--- config.mk ---
export PLATFORM = sky130hd
export DESIGN_NAME = arb_req_client
export DESIGN_NICKNAME = d
export VERILOG_FILES = /design/src/rtl/arb_req_client.sv
export SDC_FILE = /design/constraint.sdc
export NUM_CORES = 1
export LEC_CHECK = 0
export ABC_CLOCK_PERIOD_IN_PS = 3800
export BUFFER_PORTS_ARGS = -buffer_cell sky130_fd_sc_hd__buf_4
export CORE_MARGIN = 2
export CORE_UTILIZATION = 45
export DETAILED_ROUTE_END_ITERATION = 12
export GPL_TIMING_DRIVEN = 0
export PLACE_DENSITY = 0.67
export SYNTH_ARGS = -nofsm -noshare
export SYNTH_HDL_FRONTEND = slang
export SYNTH_SLANG_ARGS = --single-unit
--- constraint.sdc ---
create_clock -name clk -period 3.8 [get_ports clk]
set_clock_uncertainty 0.1 [all_clocks]
set_input_delay 0.19 -clock clk [delete_from_list [all_inputs] [get_ports clk]]
set_output_delay 0.19 -clock clk [all_outputs]
set_load 0.02 [all_outputs]
--- src/rtl/arb_req_client.sv ---
// Per-channel 2-deep FIFOs feeding a single registered output stage. An external
// arbiter grants one requesting channel per cycle, and grants it combinationally.
module arb_req_client #(
  parameter int N  = 16,
  parameter int DW = 8,
  parameter int IW = $clog2(N)
) (
  input  logic            clk,
  input  logic            rst,
  input  logic [N-1:0]    in_valid,
  input  logic [N*DW-1:0] in_data,
  output logic [N-1:0]    in_ready,
  output logic [N-1:0]    req,
  input  logic [N-1:0]    grant,
  output logic            out_valid,
  output logic [DW-1:0]   out_data,
  output logic [IW-1:0]   out_id,
  input  logic            out_ready,
  output logic            grant_err,
  output logic [15:0]     xfer_cnt
);

  logic [DW-1:0] mem [N][2];
  logic [1:0]    cnt [N];
  logic [N-1:0]  rd_ptr, wr_ptr;
  logic [N-1:0]  full, empty, push, pop;
  logic          out_free, grant_legal, grant_bad;
  logic [IW-1:0] gnt_idx;
  logic [DW-1:0] head;

  always_comb begin
    // NOTE: every always_comb output gets a default first so no path can infer a latch.
    full    = '0;
    empty   = '0;
    gnt_idx = '0;
    for (int i = 0; i < N; i++) begin
      full[i]  = (cnt[i] == 2'd2);
      empty[i] = (cnt[i] == 2'd0);
      if (grant[i]) gnt_idx = IW'(i);
    end
  end

  assign out_free = ~out_valid | out_ready;
  assign in_ready = ~full & {N{~rst}};
  // Requests come only from registered occupancy; a word pushed this cycle waits a cycle.
  assign req      = ~empty & {N{out_free & ~rst}};
  assign push     = in_valid & in_ready;

  // Legal grant: exactly one bit set and contained in req (req is zero when the output is stalled).
  assign grant_legal = (grant != '0) && ((grant & (grant - 1'b1)) == '0) && ((grant & ~req) == '0);
  assign grant_bad   = (grant != '0) && !grant_legal;
  assign pop         = grant_legal ? grant : '0;
  assign head        = mem[gnt_idx][rd_ptr[gnt_idx]];

  // NOTE: payload storage is not reset; occupancy counters alone decide what is valid.
  always_ff @(posedge clk) begin
    for (int i = 0; i < N; i++) begin
      if (push[i]) mem[i][wr_ptr[i]] <= in_data[i*DW +: DW];
    end
  end

  // NOTE: sequential state uses non-blocking assignments so every register samples pre-edge values.
  always_ff @(posedge clk) begin
    if (rst) begin
      for (int i = 0; i < N; i++) cnt[i] <= 2'd0;
      rd_ptr    <= '0;
      wr_ptr    <= '0;
      out_valid <= 1'b0;
      out_data  <= '0;
      out_id    <= '0;
      grant_err <= 1'b0;
      xfer_cnt  <= '0;
    end else begin
      for (int i = 0; i < N; i++) begin
        if (push[i]) wr_ptr[i] <= ~wr_ptr[i];
        if (pop[i])  rd_ptr[i] <= ~rd_ptr[i];
        case ({push[i], pop[i]})
          2'b10:   cnt[i] <= cnt[i] + 2'd1;
          2'b01:   cnt[i] <= cnt[i] - 2'd1;
          default: cnt[i] <= cnt[i];
        endcase
      end

      if (grant_legal) begin
        out_valid <= 1'b1;
        out_data  <= head;
        out_id    <= gnt_idx;
      end else if (out_ready) begin
        out_valid <= 1'b0;
      end

      if (out_valid && out_ready) xfer_cnt <= xfer_cnt + 16'd1;
      if (grant_bad) grant_err <= 1'b1;
    end
  end

endmodule

==> impl_metrics.tcl <==
set metrics [dict create \
    status "finished with violations" \
    violations "hold timing" \
    ys_seq_area_share_pct 63.7 \
    layout-drive-gt1-share_pct 23.0 \
    yosys.area.top_type "edfxtp_1" \
    tightest_slew_ns 1.28 \
    synthTopCellsByArea "edfxtp_1 (56%), dfxtp_1 (8.0%), mux4_2 (7.0%)" \
    cts_tree "built" \
    grt-ovfl-total 0 \
    maxSlewViolCount 0 \
    hold_ws_ns -0.00192 \
    finalWeightedCongestion 0.892 \
    die_area_sq_um 36000 \
    dr.pass1.iters 6 \
    hp-class "primary input to flop" \
    startpoint_type "primary input" \
    grt_pass1_vias 11500 \
    synth_top_area_share_pct 55.7 \
    power_density_nw_per_um2 444 \
    synth_commonest_cells "edfxtp_1 (288), nor2_1 (170), nand2_1 (87)" \
    period_share_pct 95.9 \
    fmax_mhz 275 \
    clk_latency_ns 0.54 \
    routed_via_density 5.51 \
    grt_max_degree 15 \
    drc_errors 0 \
    place_hpwl_mm 33.0 \
    maxCapViolCount 0 \
    critPathCaptureType "flop" \
    async_flop_share_pct 0 \
    crit_arrival_ns 3.93 \
    track_usage_pct 25.9 \
    antenna_found_initial 4 \
    synth_enable_flop_cells 288 \
    worst_slack_ns 0.157 \
    root_buffer "clkbuf_16" \
    synth_cells 1174 \
    grt_pass1_wl_mm 68.8 \
    ys_ff_latch 350 \
    syn-cell-area_sq_um 15500 \
    drt_iter0_drc 1039 \
    final_core_util_pct 60.4 \
    clkTransAtPathRegs_ns 0.06 \
    path_class "primary input to flop" \
    yosysMostFrequentCell "edfxtp_1" \
    wl_mm 46.8 \
    slowest_delay_ns 0.80 \
    htree_levels 2 \
    fp-row-count 67 \
    cts_buffers 38 \
    synth.avg_cell_area_sq_um 13.2 \
    rsz0062_at_grt "no" \
    synth_ff_type "edfxtp_1" \
    core_sq_um 33700 \
    area_delta_synth_final_pct 31.2 \
    die-width_um 190 \
    vias 11300 \
    critPathMaxFanout 10 \
    cpMaxStageDelayCell "clkbuf_1" \
    yosys_warnings 0 \
    pre_cts_ws_ns -0.299 \
    initial_utilization_pct 46.0 \
    fp.dieH_um 190 \
    crit_path_frequent_cell "o21ai_0" \
    leakage_nw 7.89 \
    io_buffers 220 \
    drt-wirelength-per-cell_um 22.8 \
    vdd.ir_drop.worst_mv 0.342 \
    crit_family "buffers and inverters" \
    nets 1769 \
    min_period_ns 3.64 \
    hold_viol 1 \
    layoutNonFillerInstCount 2052 \
    cts_sinks 350 \
    clock_path_buffers 3 \
    pin_count 225 \
    dpl.cell_count 1842 \
    ant_nets 0 \
    synth_cell_types 58 \
    setup_viol 0 \
    slew_headroom_pct 14.6 \
    synth_nets 1372 \
    critPathRequiredTime_ns 4.09 \
    path_cells "buf_4, or4_4, o21ai_1, buf_2, clkbuf_1, mux4_2, nand3_1, o21ai_0, o21ai_0, a311oi_1" \
    path_buf_inv 3 \
]
==> repair_timing <==
item                       CTS  global route
pin swaps                    1             1
hold buffers               136             0
setup endpoints to repair    1            44
setup buffers                0             2
hold endpoints to repair   266             0
resized for setup            0             9
==> per-stage QoR <==
stage	setup TNS, ns	cell area (sq um)	hold slack, ns	total power [mW]
after detailed placement	-1.44	17700	0.278	5.34
after global routing	0	20400	0.0470	9.29
after global placement	-1.06	17700	0.277	5.32
after floorplan	0	15500	0.189	4.92
final	0	20400	-0.00192	9.05
after CTS	0	20300	0.000194	9.05
==> metal layers <==
metal  up-vias  part of all wire (%)  wire length (um)  global-route usage (%)
met5         -                 0.024                11                       0
met4         2                   3.7              1710                    9.45
met3       107                   7.8              3640                    3.95
met2       558                    47             22100                    42.5
met1      5519                    41             19300                    35.1
li1       5113                     -                 -                       -
==> sequential cells by signal, indices dropped and copies added, names as in the netlist <==
register,flops
mem,256
cnt,32
rd_ptr,16
out_data,8
out_id,4
wr_ptr,16
grant_err,1
xfer_cnt,16
out_valid,1
==> layout by cell type (no fill, tap or decap), types with 18 or more instances in the layout <==
| master | Yosys | routed |
|---|---|---|
| buf_4 | 4 | 227 |
| xor2_1 | 52 | 52 |
| clkbuf_16 | 0 | 38 |
| dlygate4sd3_1 | 0 | 136 |
| nor3_1 | 33 | 33 |
| clkbuf_1 | 29 | 35 |
| edfxtp_1 | 288 | 288 |
| nand3_1 | 24 | 24 |
| a211oi_1 | 19 | 19 |
| a21oi_1 | 36 | 36 |
| mux4_2 | 48 | 48 |
| nor2_1 | 170 | 170 |
| and3_1 | 21 | 21 |
| ha_1 | 35 | 35 |
| inv_1 | 54 | 54 |
| nand2_1 | 87 | 87 |
| o21bai_1 | 18 | 18 |
| dfxtp_1 | 62 | 62 |
| o21ai_0 | 29 | 29 |
==> cell families (layout without fill, tap and decap cells) <==
| group | after synthesis | in the layout | share of synthesized area [%] |
|---|---|---|---|
| muxes | 70 | 70 | 8.66 |
| buffers and inverters | 112 | 539 | 3.05 |
| other | 0 | 3 | 0 |
| adders and majority gates | 36 | 36 | 2.89 |
| and+or+nand+nor | 383 | 383 | 11.1 |
| AOI/OAI and AO/OA | 155 | 155 | 6.72 |
| xor gates and xnor gates | 68 | 68 | 3.84 |
| DFF | 350 | 350 | 63.7 |
==> worst min-delay path, cell delays in order <==
cell	delay, ns
buf_4	0.11
nand2_1	0.13
xor2_1	0.09
nor2_1	0.07
==> final cells by class <==
cell class                      count  area [sq um]
Sequential cell                   350          9890
Multi-Input combinational cell    712          5160
Buffer                             57           277
Fill cell                        2664         13300
Clock inverter                     20           194
Inverter                           54           203
Timing Repair Buffer              358          3030
Tap cell                          448           561
Antenna cell                        3          7.51
Clock buffer                       50          1040
==> final timing paths <==
check	from	endpoint	slack [ns]	cells past startpoint
hold reg to reg	grant_err	grant_err	0.40	2
setup reg to reg	out_valid	cnt[0][1]	0.27	14
hold / removal	in_valid[4]	wr_ptr[4]	-0.002	4
setup / recovery	grant[8]	out_data[3]	0.16	10
==> report_power, final <==
part,switching (mW),internal [mW],total (mW)
Sequential,0.0654,4.31,4.38
Combinational,0.555,0.461,1.02
Clock,1.51,2.14,3.65
Total,2.13,6.91,9.05
No activity file was read; power rests on OpenSTA's default activity.
